### src/rtl/serial_add_if.sv
// Bundle of request, operand, full-adder and result signals for serial_add_ctrl.
// master = surrounding environment (requester plus external full adder), slave = controller.
`timescale 1ns/1ps
interface serial_add_if #(
  parameter int WIDTH = 8
);
  logic             start;
  logic             clr;
  logic [WIDTH-1:0] a;
  logic [WIDTH-1:0] b;
  logic             cin;
  logic             fa_a;
  logic             fa_b;
  logic             fa_c;
  logic             fa_sum;
  logic             fa_carry;
  logic             busy;
  logic             done;
  logic [WIDTH-1:0] sum;
  logic             cout;

  modport master (
    output start, clr, a, b, cin, fa_sum, fa_carry,
    input  fa_a, fa_b, fa_c, busy, done, sum, cout
  );

  modport slave (
    input  start, clr, a, b, cin, fa_sum, fa_carry,
    output fa_a, fa_b, fa_c, busy, done, sum, cout
  );
endinterface

### src/rtl/serial_add_ctrl.sv
// Bit-serial adder controller: steps an external 1-bit full adder across WIDTH
// operand bits, LSB first, and registers {cout,sum} = a + b + cin.
`timescale 1ns/1ps
module serial_add_ctrl #(
  parameter int WIDTH = 8
) (
  input  logic      clk,
  input  logic      rst_n,
  serial_add_if.slave bus
);
  localparam int CNT_W = $clog2(WIDTH);

  typedef enum logic [1:0] {
    S_IDLE = 2'd0,
    S_RUN  = 2'd1,
    S_DONE = 2'd2
  } state_t;

  state_t           r_state;
  state_t           w_next;
  logic [WIDTH-1:0] r_a_sh;
  logic [WIDTH-1:0] r_b_sh;
  logic [WIDTH-1:0] r_sum;
  logic [CNT_W-1:0] r_cnt;
  logic             r_carry;
  logic             r_cout;
  logic             w_run;
  logic             w_last;
  logic             w_accept;

  assign w_run    = (r_state == S_RUN);
  assign w_last   = (r_cnt == CNT_W'(WIDTH - 1));
  assign w_accept = bus.start && !bus.clr && !w_run;

  always_ff @(posedge clk or negedge rst_n) begin
    if (!rst_n) r_state <= S_IDLE;
    else        r_state <= w_next;
  end

  always_comb begin
    w_next = r_state;
    if (bus.clr) begin
      w_next = S_IDLE;
    end else begin
      case (r_state)
        S_IDLE:  if (bus.start) w_next = S_RUN;
        S_RUN:   if (w_last)    w_next = S_DONE;
        S_DONE:  w_next = bus.start ? S_RUN : S_IDLE;
        default: w_next = S_IDLE;
      endcase
    end
  end

  // Result bits are written in place, so sum is only meaningful while done is high.
  always_ff @(posedge clk or negedge rst_n) begin
    if (!rst_n) begin
      r_a_sh  <= '0;
      r_b_sh  <= '0;
      r_sum   <= '0;
      r_cnt   <= '0;
      r_carry <= 1'b0;
      r_cout  <= 1'b0;
    end else if (bus.clr) begin
      r_cnt   <= '0;
      r_carry <= 1'b0;
    end else if (w_accept) begin
      r_a_sh  <= bus.a;
      r_b_sh  <= bus.b;
      r_carry <= bus.cin;
      r_cnt   <= '0;
    end else if (w_run) begin
      r_sum[r_cnt] <= bus.fa_sum;
      r_carry      <= bus.fa_carry;
      r_a_sh       <= r_a_sh >> 1;
      r_b_sh       <= r_b_sh >> 1;
      r_cnt        <= r_cnt + CNT_W'(1);
      if (w_last) r_cout <= bus.fa_carry;
    end
  end

  assign bus.fa_a = w_run & r_a_sh[0];
  assign bus.fa_b = w_run & r_b_sh[0];
  assign bus.fa_c = w_run & r_carry;
  assign bus.busy = w_run;
  assign bus.done = (r_state == S_DONE);
  assign bus.sum  = r_sum;
  assign bus.cout = r_cout;
endmodule
### src/flat_wrapper.sv
// flat-port wrapper written by rule: the top's interface ports become plain ports
module serial_add_ctrl_flat 
#(
  parameter int WIDTH = 8
)
  (clk, rst_n, bus_start, bus_clr, bus_a, bus_b, bus_cin, bus_fa_sum, bus_fa_carry, bus_fa_a, bus_fa_b, bus_fa_c, bus_busy, bus_done, bus_sum, bus_cout);
  serial_add_if #(.WIDTH(WIDTH)) bus_i ();
  input  logic clk;
  input  logic rst_n;
  input wire logic [$bits(bus_i.start)-1:0] bus_start;
  input wire logic [$bits(bus_i.clr)-1:0] bus_clr;
  input wire logic [$bits(bus_i.a)-1:0] bus_a;
  input wire logic [$bits(bus_i.b)-1:0] bus_b;
  input wire logic [$bits(bus_i.cin)-1:0] bus_cin;
  input wire logic [$bits(bus_i.fa_sum)-1:0] bus_fa_sum;
  input wire logic [$bits(bus_i.fa_carry)-1:0] bus_fa_carry;
  output wire logic [$bits(bus_i.fa_a)-1:0] bus_fa_a;
  output wire logic [$bits(bus_i.fa_b)-1:0] bus_fa_b;
  output wire logic [$bits(bus_i.fa_c)-1:0] bus_fa_c;
  output wire logic [$bits(bus_i.busy)-1:0] bus_busy;
  output wire logic [$bits(bus_i.done)-1:0] bus_done;
  output wire logic [$bits(bus_i.sum)-1:0] bus_sum;
  output wire logic [$bits(bus_i.cout)-1:0] bus_cout;
  assign bus_i.start = bus_start;
  assign bus_i.clr = bus_clr;
  assign bus_i.a = bus_a;
  assign bus_i.b = bus_b;
  assign bus_i.cin = bus_cin;
  assign bus_i.fa_sum = bus_fa_sum;
  assign bus_i.fa_carry = bus_fa_carry;
  assign bus_fa_a = bus_i.fa_a;
  assign bus_fa_b = bus_i.fa_b;
  assign bus_fa_c = bus_i.fa_c;
  assign bus_busy = bus_i.busy;
  assign bus_done = bus_i.done;
  assign bus_sum = bus_i.sum;
  assign bus_cout = bus_i.cout;
  serial_add_ctrl #(.WIDTH(WIDTH)) u_core (.clk(clk), .rst_n(rst_n), .bus(bus_i));
endmodule
### config.mk
export PLATFORM = sky130hd
export DESIGN_NAME = serial_add_ctrl_flat
export DESIGN_NICKNAME = d
export VERILOG_FILES = /design/src/rtl/serial_add_if.sv /design/src/rtl/serial_add_ctrl.sv /design/src/flat_wrapper.sv
export SDC_FILE = /design/constraint.sdc
export NUM_CORES = 1
export LEC_CHECK = 0
export ABC_AREA = 1
export BUFFER_PORTS_ARGS = -buffer_cell sky130_fd_sc_hd__clkbuf_2
export CORE_MARGIN = 10
export CORE_UTILIZATION = 35
export CTS_CLUSTER_SIZE = 28
export DETAILED_ROUTE_END_ITERATION = 7
export GPL_TIMING_DRIVEN = 0
export PLACE_DENSITY = 0.66
export SKIP_LAST_GASP = 1
export SYNTH_ARGS = -nofsm -noshare
export SYNTH_HDL_FRONTEND = slang
export SYNTH_SLANG_ARGS = --single-unit
### constraint.sdc
create_clock -name clk -period 3.2 [get_ports clk]
set_input_delay 0.64 -clock clk [delete_from_list [all_inputs] [get_ports clk]]
set_output_delay 0.64 -clock clk [all_outputs]
set_load 0.005 [all_outputs]
# Yosys cells after proc, flatten, opt, wreduce, memory -nomap -nowiden

Cells that the tools add are included.

Add/subtract/negate cells: 1
$lt $le $gt $ge: 2
Eq/ne operators: 5
Mux-type cells: 18
Bitwise logic cells: 5
Reductions and logical operators: 12

Operators with widths:

| kind                                                                                | count |
|---|---|
| 8-bit 2-to-1 mux                                                                    | 4 |
| 3-bit 2-to-1 mux                                                                    | 3 |
| 8-bit bitwise mux                                                                   | 1 |
| 2-bit 2-to-1 mux                                                                    | 3 |
| 3-bit != test, second input constant                                                | 2 |
| 2-bit case mux with 3 select lines                                                  | 1 |
| 1-bit 2-to-1 mux                                                                    | 5 |
| 3-bit by 4-bit less-than comparator with 1-bit output, second input constant        | 1 |
| 2-bit AND reduction                                                                 | 2 |
| 4-bit AND reduction                                                                 | 1 |
| 3-bit by 1-bit adder with 3-bit output, second input constant                       | 1 |
| 1-bit AND                                                                           | 3 |
| 1-bit demux with 3-bit select                                                       | 1 |
| 3-bit equality test, second input constant                                          | 1 |
| 3-bit by 1-bit greater-or-equal comparator with 1-bit output, second input constant | 1 |
| 1-bit logical AND                                                                   | 3 |
| 3-bit AND reduction                                                                 | 1 |
| 3-bit nonzero test                                                                  | 1 |
| 2-bit by 1-bit equality test with 1-bit output, second input constant               | 1 |
| 2-bit equality test, second input constant                                          | 1 |
| 1-bit zero test                                                                     | 2 |
| 2-bit zero test                                                                     | 1 |
| 1-bit NOT                                                                           | 2 |
| 2-bit nonzero test                                                                  | 1 |

Flip-flop bits (word level): 31
Input port bits: 23
Output and inout port bits: 14
Word-level logic and storage cells: 50

# Logic depth before layout (Yosys ltp)

Gate-level depths: netlist of the first run.

Word-level depth: 5
Depth in mapped cells: 8

# Worst setup path after synthesis of the first run

Ideal clock, no wire load.

Kind: register to output
From: reg u_core.r_state[0]
To: out bus_fa_a
Arrival time: 0.878 ns
Slack: 1.682 ns
Stages on the path, launching flop included: 4
Cells stage by stage: dfrtp_1 nand2_1 clkbuf_1 nor2_1

Cells in the longest elaborated chain, start to end: 2

Ends and longest elaborated chain:

| what                                           | line                  | RTL |
|---|---|---|
| start: declaration                             | serial_add_ctrl.sv:19 | `state_t r_state;` |
| start signal: assignment                       | serial_add_ctrl.sv:37 | `else r_state <= w_next;` |
| 2-bit by 1-bit equality test with 1-bit output | serial_add_ctrl.sv:31 | `assign w_run = (r_state == S_RUN);` |
| 1-bit AND                                      | serial_add_ctrl.sv:81 | `assign bus.fa_a = w_run & r_a_sh[0];` |
| end: declaration                               | flat_wrapper.sv:17    | `output wire logic [$bits(bus_i.fa_a)-1:0] bus_fa_a;` |

No other way between the ends.

# Worst setup path after layout of the first run

Same ends and word-level chain as after synthesis.

==> reports/summary.txt, run 1 <==
cell family with most CP delay = buffers and inverters
reg2reg setup slack = 1830 ps
crit path max fanout = 10
num rows = 24
crit path DAT = 1500 ps
Unique masters post-synth = 19
non-filler cells, final = 304
max incr delay on CP = 410 ps
Final setup viols = 0
Post-CTS Setup Bufs = 0
Leakage = 1.11 nW
Worst slew margin = 0.489
drt first pass iters = 4
Post-synth EDFFs = 0
crit path launch = u_core.r_state[0]
Post-Syn Area = 1620 um2
Cell Pwr Density = 547 nW/um2
post-synth top area share = 0.479
Bufs on Longest Clock Path = 2
CTS resizes = 0
DRT antenna net count = 0
Post-route DRC = 0
post-detail-place hpwl = 2810 um
final hold violations = 0
switch share = 0.279
syn avg cell area = 7.75 um2
Syn Nets = 234
largest net degree at the start of global routing = 32
Synth area leader = dfrtp_1
final core utilization = 0.448
maximum vdd ir drop = 0.195 mV
sequential fraction of the synthesis area = 0.479
CTS H-tree depth = 2
worst-path cell chain = nand2_1 -> clkbuf_1 -> nor2_1 -> clkbuf_2
initial antenna violation count = 0
Maximum Capacitance Violations = 0
CTS buffer count = 5
CTS Hold Bufs = 0
Slowest-stage cell, CP = dfrtp_1
area grow syn2layout = 22.1%
synthesized netlist cell count = 209
combinational cell fraction of total power = 0.186
chip height = 88.0 um
final worst-path cycle share = 0.669
worst skew pair latency = 290 ps
top achievable clock speed = 467 MHz
multi-input logic area = 672 um2
Die ar. = 7750 um2
Fill cells = 460
Final WS setup = 1060 ps
synth warn = 0
CP Depth = 4
Flop pwr share = 0.443
flops & latches, synth = 31
worst reg2reg path depth = 5
DRT iter0 DRCs = 76
routed via count = 1479
Setup TNS Final = 0 ps
number of global-route vias before repair = 1462
share of layout cells above drive strength 1 = 0.218
most numerous cell in the Yosys netlist = nand2_1
first-pass GRT wire length = 6610 um
crit end category = output port
Core Box Area = 4410 um2
Crit path required time = 2560 ps
Clock transition at path regs = 70 ps
status = finished clean
clock share of power = 0.371
Buf+Inv Stages, Crit Path = 2
FFs w/ async S/R, synth = 1.00
placed insts = 296
fin crit period = 2140 ps
Die W = 88.0 um
port bufs = 35
Initial Util = 0.367
GPL Wtd Cong = 0.741
global route total overflow = 0
NumNets Final = 276
Setup Skew = 6.37 ps
CTS tree = yes
Crit Path Class = reg2out
Tightest Hold Check Type = in2async
wire per inst = 12.7 um
startpoint types = flip-flop
max-slew violations = 0
RSZ-0062 raised after global routing = false
clock root buffer = clkbuf_8
most frequently used flop master after synthesis = dfrtp_1
Area contributors post-synth = dfrtp_1, nand2_1, inv_1, nand3_1, nand3b_1
sw power = 0.000301 W
RR Startpoint = u_core.r_state[0]
Ports = 37
Tot GR Track Use = 0.107
Slew @ Worst Pin = 766 ps
register area = 776 um2
worst slack at placement = 1320 ps
via-per-instance ratio = 4.87
Pint = 0.000780 W
Routed Wire Length = 3850 um
Post-synth top cells = nand2_1, dfrtp_1, inv_1
ANT cells = 0
Sink Count = 31
[worst register-to-register path, cell delays in order (launching register included)]
cell	delay, ps
dfrtp_1	410
nand2_1	180
clkbuf_1	410
nand3b_1	130
nand3_1	80
nand2_1	50
[cells by family (layout without fill, tap and decap cells)]
family | after synthesis | after routing | synth area share
AND/OR/NAND/NOR | 121 | 121 | 0.352
buffers and inverters | 40 | 83 | 0.107
flip-flops | 31 | 31 | 0.479
AO/OA/AOI/OAI | 15 | 15 | 0.0471
adder cells (fa/ha/maj) | 2 | 2 | 0.0154
[layer usage]
| metal | wire, um | share of wire | global-route usage |
|---|---|---|---|
| met5 | 0 | 0 | 0 |
| met4 | 61 | 0.016 | 0.0428 |
| met3 | 340 | 0.088 | 0.0492 |
| met2 | 1820 | 0.47 | 0.177 |
| met1 | 1630 | 0.42 | 0.116 |
[placed cells by master, fill, tap and decap left out, drive strengths merged]
cell type	synthesis	routed
o21ai	14	14
bufinv	0	1
nand4	9	9
clkbuf	2	43
nand2	68	68
nand3b	14	14
buf	8	8
ha	2	2
nor2	9	9
nand3	21	21
o22ai	1	1
dfrtp	31	31
clkinv	1	2
inv	29	29
[power by group through the flow]
stage                     Clock [W]  Combinational [W]  Sequential (W)
after detailed placement          0           0.000206        0.000486
after floorplan                   0           0.000134        0.000481
final                      0.000401           0.000201        0.000479
after global placement            0           0.000201        0.000484
after global routing       0.000429           0.000237        0.000487
after CTS                  0.000409           0.000207        0.000479
[sequential cells by signal (all words and copies together), names as in the netlist]
signal,cells
u_core.bus.sum,8
u_core.r_a_sh,8
u_core.r_b_sh,8
u_core.r_cnt,3
u_core.r_state,2
u_core.bus.cout,1
u_core.r_carry,1
[metrics by stage]
| step | cell area, um2 | power (W) | hold slack, ps |
|---|---|---|---|
| after floorplan | 1620 | 0.000615 | 344 |
| after global placement | 1860 | 0.000685 | 463 |
| after detailed placement | 1860 | 0.000692 | 465 |
| after CTS | 1980 | 0.00110 | 448 |
| after global routing | 1980 | 0.00115 | 484 |
| final | 1980 | 0.00108 | 418 |
[cell type report]
class	count	share of cell area
flip-flops and latches	31	0.392
clock buffers	6	0.0417
inverters	30	0.0569
repair buffers	35	0.0886
well taps	52	0.0329
multi-input cells	138	0.340
clock inverters	2	0.0177
plain buffers	10	0.0304
[worst paths after layout]
check | endpoint
worst max-delay path | bus_fa_a
worst min-delay path | u_core.r_b_sh[4]
worst max register to register | u_core.r_b_sh[3]
worst min register to register | u_core.r_a_sh[4]
max in group asynchronous | u_core.r_a_sh[2]
min in group clk | u_core.r_a_sh[4]
No activity file was read; power rests on OpenSTA's default activity.
==> run 2: changes to the inputs <==
- ABC_AREA: 1 -> 0
- PLACE_DENSITY: 0.66 -> 0.68
- clock period: 3.2 -> 1.8 ns (I/O delays scaled with it)
==> run 2 against run 1 <==
  * Critical path type unchanged
  * Final cell count decreased by 25%
  * Largest power group unchanged
  * Worst hold slack got worse by 260 ps
  * Clock power increased by 23%
  * Global-route usage decreased by 0.16 points
  * Power increased by 47%
  * Die area decreased by 3.5%
  * First-iteration DRC count increased by 18%
  * Largest cell class unchanged
==> reports/summary.txt, run 2 <==
Clock transition at path regs = 60 ps
Buf+Inv Stages, Crit Path = 2
cell family with most CP delay = flip-flops
top achievable clock speed = 578 MHz
Crit path required time = 1440 ps
startpoint types = flip-flop
RR Startpoint = u_core.r_cnt[1]
Die W = 86.5 um
Worst slew margin = 0.474
post-detail-place hpwl = 2710 um
most frequently used flop master after synthesis = dfrtp_1
number of global-route vias before repair = 1324
flops & latches, synth = 31
Syn Nets = 157
ANT cells = 0
Area contributors post-synth = dfrtp_1, and3b_1, o2bb2ai_1, a31oi_1, mux2_1
Routed Wire Length = 3720 um
Crit Path Class = reg2out
via-per-instance ratio = 5.32
met1 WL = 1800 um
Ports = 37
CTS Hold Bufs = 0
port bufs = 36
post-synth top area share = 0.501
Tot GR Track Use = 0.105
Post-Syn Area = 1550 um2
drt first pass iters = 4
final worst-path cycle share = 0.962
worst reg2reg path depth = 4
Top Layer Used = met4
Cell Pwr Density = 843 nW/um2
Leakage = 0.912 nW
met3 wire len = 294 um
status = finished clean
FFs w/ async S/R, synth = 1.00
Fill cells = 433
RSZ-0062 raised after global routing = false
worst-path cell chain = nand2b_2 -> clkinv_4 -> and2_1 -> clkbuf_2
wire per inst = 16.4 um
num rows = 24
Post-synth top cells = dfrtp_1, a31oi_1, and3b_1, o2bb2ai_1, nand2_1
reg2reg setup slack = 280 ps
Post-synth EDFFs = 0
Initial Util = 0.358
final core utilization = 0.435
syn avg cell area = 11.7 um2
DRT iter0 DRCs = 90
GPL Wtd Cong = 0.728
routed via count = 1208
area grow syn2layout = 21.4%
fin crit period = 1730 ps
sequential fraction of the synthesis area = 0.501
maximum vdd ir drop = 0.429 mV
Setup Skew = 2.94 ps
max-slew violations = 0
Setup TNS Final = 0 ps
reg2reg end = u_core.bus.cout
crit path DAT = 1370 ps
crit path max fanout = 9
largest net degree at the start of global routing = 32
chip height = 86.5 um
NumNets Final = 201
first-pass GRT wire length = 6390 um
worst skew pair latency = 270 ps
placed cell area = 1790 um2
synth warn = 0
hold_ws = 159 ps
global route total overflow = 0
CTS tree = yes
CTS buffer count = 5
Sink Count = 31
met2 wire len = 1580 um
Final setup viols = 0
Die ar. = 7480 um2
Core Box Area = 4320 um2
commonest cells after routing, fill and taps aside = clkbuf_2, dfrtp_1, and3b_1, a31oi_1, o2bb2ai_1
CTS H-tree depth = 2
Slowest-stage cell, CP = dfrtp_2
Slew @ Worst Pin = 789 ps
synthesized netlist cell count = 132
Post-route DRC = 0
share of layout cells above drive strength 1 = 0.320
clock root buffer = clkbuf_8
Tightest Hold Check Type = in2async
most numerous cell in the Yosys netlist = dfrtp_1
Unique masters post-synth = 30
DRT antenna net count = 0
final hold violations = 0
Synth area leader = dfrtp_1
max incr delay on CP = 460 ps
fin area = 1880 um2
Bufs on Longest Clock Path = 2
Maximum Capacitance Violations = 0
crit end category = output port
most common cell after layout, fill and taps aside = clkbuf_2
initial antenna violation count = 0
run 2: changes by cell type after synthesis, sizes merged, moves of 4 or more:
cell     delta
a31oi      +14
and3b      +14
buf         -4
inv        -27
mux2        +9
nand2      -60
nand3      -19
nand3b     -11
nand4       -9
nor2        -6
o21ai      -14
o2bb2ai    +14
run 2: per-stage QoR:
stage	total power, W	cells	worst slack (ps)
after floorplan	0.000990	132	460
after global placement	0.00110	220	233
after detailed placement	0.00111	220	230
after CTS	0.00161	226	10.5
after global routing	0.00168	227	3.50
final	0.00158	227	68.9
run 2: logic make-up (layout without fill, tap and decap cells):
family	count (synthesis)	after routing	share of synthesized area
and+or+nand+nor	42	42	0.197
DFF	31	31	0.501
buffers and inverters	11	54	0.0339
muxes	10	10	0.0719
adders and majority gates	2	2	0.0162
AOI/OAI and AO/OA	36	36	0.179
run 2: layout make-up:
type	count	area, um2	share of cell area
Sequential cell	31	777	0.413
Multi-Input combinational cell	90	719	0.383
Inverter	2	12.5	0.00666
Timing Repair Buffer	37	188	0.0999
Clock buffer	6	72.6	0.0386
Buffer	9	45.0	0.0240
Tap cell	52	65.1	0.0346
run 2: report_power, final:
group / total (W) / internal (W) / switching, W
sequential: 0.000830 / 0.000782 / 0.0000486
combinational: 0.000260 / 0.000131 / 0.000129
clock: 0.000494 / 0.000257 / 0.000237
total: 0.00158 / 0.00117 / 0.000414
run 2: per-layer routing:
layer / GRT usage / vias up
li1: - / 585
met1: 0.131 / 581
met2: 0.155 / 35
met3: 0.0450 / 7
met4: 0.0442 / 0
met5: 0 / -
run 2: worst max path at each step:
stage | startpoint | endpoint | cells past startpoint
final | u_core.r_state[1] | bus_fa_b | 4
after global routing | u_core.r_state[0] | bus_done | 3
after CTS | u_core.r_state[1] | bus_fa_a | 4
after detailed placement | u_core.r_state[1] | bus_fa_a | 4
after global placement | u_core.r_state[1] | bus_fa_a | 4
after floorplan | u_core.r_cnt[0] | u_core.bus.cout | 4
run 2: timing repair:
item / in CTS / in global routing
gates resized for setup: 2 / 1
endpoints found under the setup margin: 3 / 4
buffers inserted: 0 / 1
